==> config.mk <==
export PLATFORM = sky130hd
export DESIGN_NAME = syn_sram_acc_arb
export DESIGN_NICKNAME = d
export VERILOG_FILES = /design/src/rtl/syn_gpu_pkg.sv /design/src/rtl/syn_sram_phy_if.sv /design/src/rtl/syn_sram_acc_arb.sv
export SDC_FILE = /design/constraint.sdc
export NUM_CORES = 1
export LEC_CHECK = 0
export CORE_UTILIZATION = 30
export DETAILED_ROUTE_END_ITERATION = 10
export PLACE_DENSITY = 0.62
export SETUP_SLACK_MARGIN = 0.05
export SYNTH_ARGS = -nofsm -noshare
export SYNTH_HDL_FRONTEND = slang
export SYNTH_SLANG_ARGS = --single-unit
==> constraint.sdc <==
create_clock -name clk_ir -period 4.75 [get_ports clk_ir]
set_input_delay 0.95 -clock clk_ir [delete_from_list [all_inputs] [get_ports clk_ir]]
set_output_delay 0.95 -clock clk_ir [all_outputs]
set_load 0.1 [all_outputs]
==> src/rtl/syn_gpu_pkg.sv <==
// Shared widths, access kinds and read-tag encodings for the SRAM arbiter
// and its pad-side register stage.
package syn_gpu_pkg;

  localparam int P_SRAM_ADDR_W = 18;
  localparam int P_SRAM_DATA_W = 16;

  typedef enum logic [1:0] {
    SRAM_IDLE,
    SRAM_VGA_RD,
    SRAM_GPU_RD,
    SRAM_GPU_WR
  } sram_acc_kind_t;

  typedef enum logic [1:0] {
    DIR_NONE,
    DIR_RD,
    DIR_WR
  } sram_dir_t;

  // Bit positions of the one-hot access vector handed to the pad stage.
  localparam int OH_VGA_RD = 0;
  localparam int OH_GPU_RD = 1;
  localparam int OH_GPU_WR = 2;

  localparam logic [1:0] TAG_NONE = 2'd0;
  localparam logic [1:0] TAG_VGA  = 2'd1;
  localparam logic [1:0] TAG_GPU  = 2'd2;

  function automatic logic [2:0] kind_to_onehot(input sram_acc_kind_t kind);
    logic [2:0] oh;
    oh = '0;
    case (kind)
      SRAM_VGA_RD: oh[OH_VGA_RD] = 1'b1;
      SRAM_GPU_RD: oh[OH_GPU_RD] = 1'b1;
      SRAM_GPU_WR: oh[OH_GPU_WR] = 1'b1;
      default:     oh = '0;
    endcase
    return oh;
  endfunction

endpackage

==> src/rtl/syn_sram_phy_if.sv <==
// Pad-side register stage: registers address, strobes and write data one
// cycle after a grant, captures read data and routes it by a 2-bit tag.
module syn_sram_phy_if
  import syn_gpu_pkg::*;
(
  input  logic                     clk_ir,
  input  logic                     rst_sync,
  input  logic [2:0]               acc_oh,
  input  logic [P_SRAM_ADDR_W-1:0] acc_addr,
  input  logic [P_SRAM_DATA_W-1:0] acc_wdata,
  output logic [P_SRAM_ADDR_W-1:0] sram_addr,
  output logic [P_SRAM_DATA_W-1:0] sram_dq_out,
  output logic                     sram_dq_oe,
  input  logic [P_SRAM_DATA_W-1:0] sram_dq_in,
  output logic                     sram_ce_n,
  output logic                     sram_oe_n,
  output logic                     sram_we_n,
  output logic                     sram_lb_n,
  output logic                     sram_ub_n,
  output logic [P_SRAM_DATA_W-1:0] vga_rd_data,
  output logic                     vga_rd_valid,
  output logic [P_SRAM_DATA_W-1:0] gpu_rd_data,
  output logic                     gpu_rd_valid
);

  logic [P_SRAM_ADDR_W-1:0] addr_q, addr_d;
  logic [P_SRAM_DATA_W-1:0] dq_out_q, dq_out_d;
  logic [P_SRAM_DATA_W-1:0] vga_data_q, vga_data_d, gpu_data_q, gpu_data_d;
  logic [1:0]               tag_q, tag_d;
  logic dq_oe_q, dq_oe_d, ce_n_q, ce_n_d, oe_n_q, oe_n_d, we_n_q, we_n_d;
  logic vga_valid_q, vga_valid_d, gpu_valid_q, gpu_valid_d;
  logic bytes_n_q;
  logic issue, is_rd;

  always_comb begin
    issue    = |acc_oh;
    is_rd    = acc_oh[OH_VGA_RD] | acc_oh[OH_GPU_RD];
    addr_d   = issue ? acc_addr : addr_q;
    dq_out_d = acc_oh[OH_GPU_WR] ? acc_wdata : dq_out_q;
    dq_oe_d  = acc_oh[OH_GPU_WR];
    ce_n_d   = ~issue;
    oe_n_d   = ~is_rd;
    we_n_d   = ~acc_oh[OH_GPU_WR];
    tag_d    = acc_oh[OH_VGA_RD] ? TAG_VGA : (acc_oh[OH_GPU_RD] ? TAG_GPU : TAG_NONE);
    // tag_q marks the cycle the pads are being read; data is captured at its end.
    vga_valid_d = (tag_q == TAG_VGA);
    gpu_valid_d = (tag_q == TAG_GPU);
    vga_data_d  = vga_valid_d ? sram_dq_in : vga_data_q;
    gpu_data_d  = gpu_valid_d ? sram_dq_in : gpu_data_q;
  end

  always_ff @(posedge clk_ir) begin
    if (rst_sync) begin
      addr_q      <= '0;
      dq_out_q    <= '0;
      dq_oe_q     <= 1'b0;
      ce_n_q      <= 1'b1;
      oe_n_q      <= 1'b1;
      we_n_q      <= 1'b1;
      bytes_n_q   <= 1'b1;
      tag_q       <= TAG_NONE;
      vga_valid_q <= 1'b0;
      gpu_valid_q <= 1'b0;
      vga_data_q  <= '0;
      gpu_data_q  <= '0;
    end else begin
      addr_q      <= addr_d;
      dq_out_q    <= dq_out_d;
      dq_oe_q     <= dq_oe_d;
      ce_n_q      <= ce_n_d;
      oe_n_q      <= oe_n_d;
      we_n_q      <= we_n_d;
      bytes_n_q   <= 1'b0;
      tag_q       <= tag_d;
      vga_valid_q <= vga_valid_d;
      gpu_valid_q <= gpu_valid_d;
      vga_data_q  <= vga_data_d;
      gpu_data_q  <= gpu_data_d;
    end
  end

  assign sram_addr    = addr_q;
  assign sram_dq_out  = dq_out_q;
  assign sram_dq_oe   = dq_oe_q;
  assign sram_ce_n    = ce_n_q;
  assign sram_oe_n    = oe_n_q;
  assign sram_we_n    = we_n_q;
  assign sram_lb_n    = bytes_n_q;
  assign sram_ub_n    = bytes_n_q;
  assign vga_rd_data  = vga_data_q;
  assign vga_rd_valid = vga_valid_q;
  assign gpu_rd_data  = gpu_data_q;
  assign gpu_rd_valid = gpu_valid_q;

endmodule

==> src/rtl/syn_sram_acc_arb.sv <==
// Shares one async SRAM between the VGA read stream and the GPU port: VGA
// priority with bounded GPU starvation, one bubble per direction change.
module syn_sram_acc_arb
  import syn_gpu_pkg::*;
#(
  parameter int P_VGA_BURST_MAX = 8
) (
  input  logic                     clk_ir,
  input  logic                     rst_sync,
  input  logic                     vga_rd_en,
  input  logic [P_SRAM_ADDR_W-1:0] vga_addr,
  output logic                     vga_rdy,
  output logic [P_SRAM_DATA_W-1:0] vga_rd_data,
  output logic                     vga_rd_valid,
  input  logic                     gpu_rd_en,
  input  logic                     gpu_wr_en,
  input  logic [P_SRAM_ADDR_W-1:0] gpu_addr,
  input  logic [P_SRAM_DATA_W-1:0] gpu_wr_data,
  output logic                     gpu_rdy,
  output logic [P_SRAM_DATA_W-1:0] gpu_rd_data,
  output logic                     gpu_rd_valid,
  output logic [P_SRAM_ADDR_W-1:0] sram_addr,
  output logic [P_SRAM_DATA_W-1:0] sram_dq_out,
  output logic                     sram_dq_oe,
  input  logic [P_SRAM_DATA_W-1:0] sram_dq_in,
  output logic                     sram_ce_n,
  output logic                     sram_oe_n,
  output logic                     sram_we_n,
  output logic                     sram_lb_n,
  output logic                     sram_ub_n,
  output logic                     gpu_starve
);

  localparam int CNT_W = $clog2(P_VGA_BURST_MAX + 1);

  logic [CNT_W-1:0] burst_cnt_q, burst_cnt_d;
  sram_dir_t        last_dir_q, last_dir_d, cand_dir;
  sram_acc_kind_t   cand_kind, acc_kind;
  logic             gpu_req, burst_full, bubble;
  logic [P_SRAM_ADDR_W-1:0] acc_addr;

  // Handshake: a request is taken in the cycle where its *_en and *_rdy are
  // both high; rdy is a same-cycle grant and never high for both ports.
  always_comb begin
    gpu_req    = gpu_rd_en | gpu_wr_en;
    burst_full = (burst_cnt_q == CNT_W'(P_VGA_BURST_MAX));
    cand_kind  = SRAM_IDLE;
    if (vga_rd_en && !(gpu_req && burst_full)) cand_kind = SRAM_VGA_RD;
    else if (gpu_req) cand_kind = gpu_wr_en ? SRAM_GPU_WR : SRAM_GPU_RD;
    cand_dir = (cand_kind == SRAM_IDLE) ? DIR_NONE :
               ((cand_kind == SRAM_GPU_WR) ? DIR_WR : DIR_RD);
    bubble   = (cand_dir != DIR_NONE) && (last_dir_q != DIR_NONE) && (cand_dir != last_dir_q);
    acc_kind = (bubble || rst_sync) ? SRAM_IDLE : cand_kind;

    vga_rdy    = (acc_kind == SRAM_VGA_RD);
    gpu_rdy    = (acc_kind == SRAM_GPU_RD) || (acc_kind == SRAM_GPU_WR);
    gpu_starve = gpu_rdy && vga_rd_en && burst_full;
    acc_addr   = vga_rdy ? vga_addr : gpu_addr;

    last_dir_d = (acc_kind == SRAM_IDLE) ? DIR_NONE : cand_dir;
    burst_cnt_d = burst_cnt_q;
    if (!gpu_req || gpu_rdy) burst_cnt_d = '0;
    else if (vga_rdy && !burst_full) burst_cnt_d = burst_cnt_q + 1'b1;
  end

  always_ff @(posedge clk_ir) begin
    if (rst_sync) begin
      burst_cnt_q <= '0;
      last_dir_q  <= DIR_NONE;
    end else begin
      burst_cnt_q <= burst_cnt_d;
      last_dir_q  <= last_dir_d;
    end
  end

  syn_sram_phy_if u_phy (
    .clk_ir       (clk_ir),
    .rst_sync     (rst_sync),
    .acc_oh       (kind_to_onehot(acc_kind)),
    .acc_addr     (acc_addr),
    .acc_wdata    (gpu_wr_data),
    .sram_addr    (sram_addr),
    .sram_dq_out  (sram_dq_out),
    .sram_dq_oe   (sram_dq_oe),
    .sram_dq_in   (sram_dq_in),
    .sram_ce_n    (sram_ce_n),
    .sram_oe_n    (sram_oe_n),
    .sram_we_n    (sram_we_n),
    .sram_lb_n    (sram_lb_n),
    .sram_ub_n    (sram_ub_n),
    .vga_rd_data  (vga_rd_data),
    .vga_rd_valid (vga_rd_valid),
    .gpu_rd_data  (gpu_rd_data),
    .gpu_rd_valid (gpu_rd_valid)
  );

endmodule

Word level (Yosys, flattened, before mapping):

Index checks and enable logic that the tools add are counted.
W data, S select, Z words.

* $add $sub $neg: 1
* multipliers: 0
* div/mod/pow operators: 0
* $lt $le $gt $ge: 0
* eq/ne operators: 8
* shift-type cells: 0
* muxes and demuxes: 13
* bitwise gates (word level): 5
* reductions and logical operators: 21

Operator list (count)
* $mux W18: 1
* $mux W2: 6
* $eq A2 B2 Y1 const B: 4
* $logic_and A1 B1 Y1: 7
* $mux W1: 6
* $reduce_or A2 Y1: 3
* $add A4 B1 Y4 const B: 1
* $eq A2 B1 Y1 const B: 2
* $eq A4 B4 Y1 const B: 1
* $logic_not A2 Y1: 2
* $reduce_bool A2 Y1: 2
* $logic_not A1 Y1: 3
* $logic_or A1 B1 Y1: 3
* $not A1 Y1: 3
* $reduce_or A3 Y1: 1
* $ne A2 B2 Y1: 1
* $or A1 B1 Y1: 2

* bits in registers: 81
* bits in latches: 0
* RAM bits: 0
* memory bits (read-only): 0
* input bits: 73
* output and inout bits: 77
* logic and storage cells: 63
* memories kept: 0

Longest topological paths before layout:

* depth in word-level cells: 17
* depth in mapped cells: 18
* mapped depth without buffers: 16

Hierarchy:

From an unflattened synthesis, not the netlist that was laid out.

* cells, all modules: 371
* area, all modules: 3284.4 um2

By module, submodules not included
* syn_sram_phy_if: instances 1, cells each 293, area an instance 2566.2 um2, seq. area each 1501.4 um2
* syn_sram_acc_arb: instances 1, cells each 78, area an instance 718.2 um2, seq. area each 120.1 um2

Worst setup path after synthesis:

OpenSTA, ideal clock, no wires.

* kind: in2reg
* from: input port gpu_wr_en
* to: register u_phy.addr_q[10] (netlist: u_phy.sram_addr[10])
* library setup time: 0.128 ns
* arrival: 4.164 ns
* data required time: 4.622 ns
* slack: 0.458 ns
* cell stages on the path: 15
* buffers on the path: 2
* cell sequence: nor2_2 -> a21oi_2 -> inv_1 -> ha_1 -> inv_1 -> o21ai_1 -> a221oi_4 -> nor2b_1 -> ha_1 -> buf_4 -> buf_2 -> mux2i_1 -> nor2_1 -> a21oi_1 -> nor2_1

* longest elaborated chain between the ends: 16
* elaborated cells between the ends (all ways): 25
* those cells by class: eq/ne (5); mux (10); bitwise (1); reduce/logical (9)

Ends and longest elaborated chain
* from (decl): line syn_sram_acc_arb.sv:16 `input logic gpu_wr_en,`
* $or A1 B1 Y1: line syn_sram_acc_arb.sv:45 `gpu_req = gpu_rd_en | gpu_wr_en;`
* $logic_and A1 B1 Y1: line syn_sram_acc_arb.sv:48 `if (vga_rd_en && !(gpu_req && burst_full)) cand_kind = SRAM_VGA_RD;`
* $logic_not A1 Y1: line syn_sram_acc_arb.sv:48
* $logic_and A1 B1 Y1: line syn_sram_acc_arb.sv:48
* $mux W2 (*): line syn_sram_acc_arb.sv:48
* $eq A2 B2 Y1: line syn_sram_acc_arb.sv:51 `((cand_kind == SRAM_GPU_WR) ? DIR_WR : DIR_RD);`
* $mux W2: line syn_sram_acc_arb.sv:51
* $mux W2 (*): line syn_sram_acc_arb.sv:50 `cand_dir = (cand_kind == SRAM_IDLE) ? DIR_NONE :`
* via cand_dir[0]: line syn_sram_acc_arb.sv:37 `sram_dir_t last_dir_q, last_dir_d, cand_dir;`
* [... 1 more ...]
* $logic_and A1 B1 Y1: line syn_sram_acc_arb.sv:52 `bubble = (cand_dir != DIR_NONE) && (last_dir_q != DIR_NONE) && (cand_dir != last_dir_q);`
* $logic_and A1 B1 Y1 (*): line syn_sram_acc_arb.sv:52
* $logic_or A1 B1 Y1 (*): line syn_sram_acc_arb.sv:53 `acc_kind = (bubble || rst_sync) ? SRAM_IDLE : cand_kind;`
* $mux W2 (*): line syn_sram_acc_arb.sv:53
* $eq A2 B1 Y1 (*): line syn_sram_acc_arb.sv:55 `vga_rdy = (acc_kind == SRAM_VGA_RD);`
* via vga_rdy: line syn_sram_acc_arb.sv:12 `output logic vga_rdy,`
* $mux W1: line syn_gpu_pkg.sv:33 `case (kind)`
* $reduce_or A3 Y1: line syn_sram_phy_if.sv:36 `issue = |acc_oh;`
* to (signal assigned): line syn_sram_phy_if.sv:67 `addr_q <= addr_d;`
* to (decl): line syn_sram_phy_if.sv:26 `logic [P_SRAM_ADDR_W-1:0] addr_q, addr_d;`

The timed path passes the listed nets; every way through them passes the cells marked *.
A chain may end at the register's enable or synchronous reset.

Worst setup path in the final report:

* from: input port gpu_wr_en
* to: output port vga_rdy

* longest elaborated chain between the ends: 14
* elaborated cells between the ends (all ways): 18
* those cells by class: eq/ne (3); mux (6); bitwise (1); reduce/logical (8)

Ends and longest elaborated chain (line)
* $or A1 B1 Y1: syn_sram_acc_arb.sv:45
* $logic_and A1 B1 Y1: syn_sram_acc_arb.sv:48
* $logic_not A1 Y1: syn_sram_acc_arb.sv:48
* $logic_and A1 B1 Y1: syn_sram_acc_arb.sv:48
* $mux W2 (*): syn_sram_acc_arb.sv:48
* $eq A2 B2 Y1: syn_sram_acc_arb.sv:51
* $mux W2: syn_sram_acc_arb.sv:51
* $mux W2 (*): syn_sram_acc_arb.sv:50
* via cand_dir[1]: syn_sram_acc_arb.sv:37
* $reduce_bool A2 Y1: syn_sram_acc_arb.sv:52
* $logic_and A1 B1 Y1: syn_sram_acc_arb.sv:52
* $logic_and A1 B1 Y1 (*): syn_sram_acc_arb.sv:52
* $logic_or A1 B1 Y1 (*): syn_sram_acc_arb.sv:53
* $mux W2 (*): syn_sram_acc_arb.sv:53
* $eq A2 B1 Y1 (*): syn_sram_acc_arb.sv:55
* to (decl): syn_sram_acc_arb.sv:12

Marks and branches as above.

==> run summary <==
The layout cell share with drive strength beyond 1 is 6.68%. The final worst setup slack came out at 0.442 ns. The final hold violation count is 0. Buffers inserted to repair hold after CTS numbered 0. Setup violations remaining at the end of the flow were counted as 0. The flow ran to the end, and the final reports show no timing, DRC or antenna violations. Max-cap violations in this run came to 0. STA classifies the critical path endpoint as an output pin. The overall power came out at 1.67 mW. The width of the die came out at 106 um. The initial standard-cell utilization of the core came out at 31.2%. For this design, the sink count on the clock tree is 81. The global-route wire length before repair is 13.4 mm. The via count came out at 2858.

The clock reaches the later pin of the worst-skew pair after 0.34 ns. sky130_fd_sc_hd__dfxtp_1 is the most common cell in the netlist. After the last flow step, the layout net total stands at 587.

150 I/O pins were placed. The site row count came out at 37. After synthesis, the largest area contributor takes up 49.8% of total cell area. The setup skew after layout is 0.0143 ns. Cells fill 48.3% of the core in the end. The count of H-tree levels built during CTS came out at 3.

The finished cells cover 0.00504 mm^2. By count the netlist is led by sky130_fd_sc_hd__dfxtp_1, sky130_fd_sc_hd__nand2_1, sky130_fd_sc_hd__nor2_1. The cell area after synthesis is 0.00325 mm^2.

The power per unit of standard cell area is 332 mW/mm^2. The worst setup path is launched from an input port. The sequential area share after synthesis is 49.8%. The first-iteration detailed-routing DRC count is 66. The final non-filler cell total is 645.

At the pin with the least slew margin, the transition time is 1.22 ns. The count of filler cells inserted in the layout came out at 1023. Of all cell types, the one taking the most synthesized area is sky130_fd_sc_hd__dfxtp_1. The worst setup path is of the input port to output pin kind.

The detailed-route wire length per cell came out at 12.6 um. The total count of max-transition violations in the final report was 0. The instance area at placement came out at 0.00485 mm^2. After routing, the total negative slack on setup checks comes to 0 ns. The number of placed instances, taps included, is 629.

The analysis attributes to cell leakage a power of 1.83 nW. From synthesis to final layout, the design area changed by 54.8%. Along the worst path, the maximum fanout reaches 7. Setup repair after global routing left no endpoint under its margin. Subtracting the final worst setup slack from the clock period gives 4.31 ns.

The worst slack at placement is 0.335 ns. The maximum frequency from static timing analysis is 0.232 GHz. Yosys mapped a number of flops with a built-in enable equal to 0.

The final period utilization came out at 90.7%. The net count after synthesis is 449. The number of antenna violations at the first check in global routing came out at 0. The global-route congestion overflow total came out at 0. The aggregate global-route resource usage is 15.0%. The final HPWL from detailed placement is 5.86 mm. TritonCTS built the clock tree. At the worst endpoint, the required time is 3.80 ns.

The congestion estimate from routability-driven global placement came to 0.724. In the post-synthesis netlist, the biggest area contributors are sky130_fd_sc_hd__dfxtp_1, sky130_fd_sc_hd__mux2i_1, sky130_fd_sc_hd__a21oi_1, sky130_fd_sc_hd__nand2_1, sky130_fd_sc_hd__nor2_1. Across all hold checks on the routed design, the worst slack comes to 0.456 ns. 0 antenna diodes ended up in the layout.

Wires add up to 8.15 mm. The via count of the first global-routing pass came to 2801. The data arrival time at the worst-slack endpoint is 3.36 ns. The largest buffer count on any clock path is 2. The async set-or-reset flop fraction in the synthesized netlist came out at 0%.

The most used flip-flop cell after synthesis is sky130_fd_sc_hd__dfxtp_1. The worst min-delay path category is register to register. The post-route antenna net violation count is 0.

Clock-pin slew was measured on the worst setup and hold paths at 0.08 ns. The instance count of the mapped netlist is 366. The count of port buffers added during placement is 149. In this run the vertical extent of the chip is 106 um. In this run, CTS created clock tree buffers numbering 9. The post-cts gate resize count came out at 0. The DRC violations left is 0.

The post-detailed-route via-to-cell ratio is 4.43. The maximum number of pins on one net before global-route repair is 80. During synthesis, Yosys emitted a total of 0 warnings. Synthesis inferred 81 register bits. The tree is rooted in a sky130_fd_sc_hd__clkbuf_8. Yosys mapped the design onto 31 distinct sky130hd cell types. The peak supply drop came out at 0.122 mV. The standard cell core area is 0.0104 mm^2.

The number of optimization iterations in the first detailed-route pass is 4. Headroom to the max-slew limit came out at 18.4%. The die footprint came out at 0.0113 mm^2. The number of post-CTS setup repair buffers came out at 0.

Each instance of the synthesized netlist takes up on average 8.89 um^2.
placed cells by master, fill, tap and decap left out:
cell type / netlist / final
sky130_fd_sc_hd__a21oi_2: 2 / 2
sky130_fd_sc_hd__inv_8: 0 / 1
sky130_fd_sc_hd__clkinvlp_4: 0 / 3
sky130_fd_sc_hd__nand3b_4: 1 / 1
sky130_fd_sc_hd__o21ai_1: 2 / 2
sky130_fd_sc_hd__nor3b_1: 1 / 1
sky130_fd_sc_hd__clkdlybuf4s50_1: 0 / 145
sky130_fd_sc_hd__a21oi_1: 51 / 51
sky130_fd_sc_hd__nand2_4: 1 / 1
sky130_fd_sc_hd__and3b_1: 1 / 1
sky130_fd_sc_hd__or2_1: 1 / 1
sky130_fd_sc_hd__or2_2: 1 / 1
sky130_fd_sc_hd__ha_1: 10 / 10
sky130_fd_sc_hd__clkinv_4: 0 / 2
sky130_fd_sc_hd__buf_2: 14 / 1
sky130_fd_sc_hd__inv_1: 6 / 6
sky130_fd_sc_hd__mux2i_1: 35 / 35
sky130_fd_sc_hd__nand2_1: 67 / 67
sky130_fd_sc_hd__nand4_1: 1 / 1
sky130_fd_sc_hd__xnor2_1: 1 / 1
sky130_fd_sc_hd__clkbuf_8: 0 / 10
sky130_fd_sc_hd__a211oi_1: 1 / 1
sky130_fd_sc_hd__and4b_1: 1 / 1
sky130_fd_sc_hd__a2111oi_1: 2 / 2
sky130_fd_sc_hd__nand2b_1: 4 / 4
sky130_fd_sc_hd__and2_1: 1 / 1
sky130_fd_sc_hd__dfxtp_1: 81 / 81
sky130_fd_sc_hd__buf_12: 0 / 3
sky130_fd_sc_hd__a2111oi_2: 2 / 2
sky130_fd_sc_hd__nor2b_1: 7 / 7
sky130_fd_sc_hd__a221oi_4: 1 / 1
sky130_fd_sc_hd__nor2_2: 1 / 1
sky130_fd_sc_hd__buf_4: 3 / 5
sky130_fd_sc_hd__xor2_1: 1 / 1
sky130_fd_sc_hd__nor2_1: 56 / 56
report_power, final:
group          internal, mW  leakage, nW  switching [mW]
combinational         0.151         1.09           0.324
sequential            0.710        0.660          0.0151
clock                 0.209       0.0866           0.260
path summary, 6_finish.rpt:
check | start | endpoint | slack, ns | depth (start not counted)
max | gpu_wr_en | vga_rdy | 0.44 | 11
min | u_phy.vga_rd_data[13] | u_phy.vga_rd_data[13] | 0.46 | 2
min reg2reg | u_phy.vga_rd_data[13] | u_phy.vga_rd_data[13] | 0.46 | 2
max reg2reg | burst_cnt_q[0] | burst_cnt_q[2] | 1.01 | 16
sequential cells by signal, summed over array words and instances (netlist names):
| signal | flops |
|---|---|
| u_phy.sram_addr | 18 |
| u_phy.gpu_rd_data | 16 |
| u_phy.sram_dq_out | 16 |
| u_phy.vga_rd_data | 16 |
| burst_cnt_q | 4 |
| last_dir_q | 2 |
| u_phy.tag_q | 2 |
| u_phy.gpu_rd_valid | 1 |
| u_phy.sram_ce_n | 1 |
| u_phy.sram_dq_oe | 1 |
| u_phy.sram_lb_n | 1 |
| u_phy.sram_oe_n | 1 |
| u_phy.sram_we_n | 1 |
| u_phy.vga_rd_valid | 1 |
kinds of logic after synthesis:
logic type | after synthesis | share of synthesized area (%)
mux | 35 | 10.8
fa+ha+maj | 10 | 3.85
compound gates | 61 | 11.3
simple gates | 144 | 19.0
flops | 81 | 49.8
buf+inv | 33 | 4.69
xor+xnor | 2 | 0.539
cell type report:
class                      count  area [um^2]  share of cell area, %
inverter                       6         22.5                  0.447
clock inverter                 6         51.3                   1.02
sequential                    81         1620                   32.2
timing repair buffer         154         1550                   30.9
tap                          136          170                   3.38
multi-input combinational    252         1480                   29.4
clock buffer                  10          138                   2.73
routing by layer:
metal,global-route usage [%],part of all wire (%)
met1,18.0,44
met2,24.3,48
met3,5.33,7.7
met4,5.65,0.44
met5,0,0
critical path: stages:
cell and delay, ns:
sky130_fd_sc_hd__clkdlybuf4s50_1 0.46, sky130_fd_sc_hd__nor2_2 0.31, sky130_fd_sc_hd__a21oi_2 0.06, sky130_fd_sc_hd__buf_4 0.17, sky130_fd_sc_hd__ha_1 0.19, sky130_fd_sc_hd__inv_1 0.07, sky130_fd_sc_hd__o21ai_1 0.09, sky130_fd_sc_hd__a221oi_4 0.31
sky130_fd_sc_hd__nor2b_1 0.28, sky130_fd_sc_hd__ha_1 0.27, sky130_fd_sc_hd__buf_12 0.19
(Power assumes the default switching activity.)
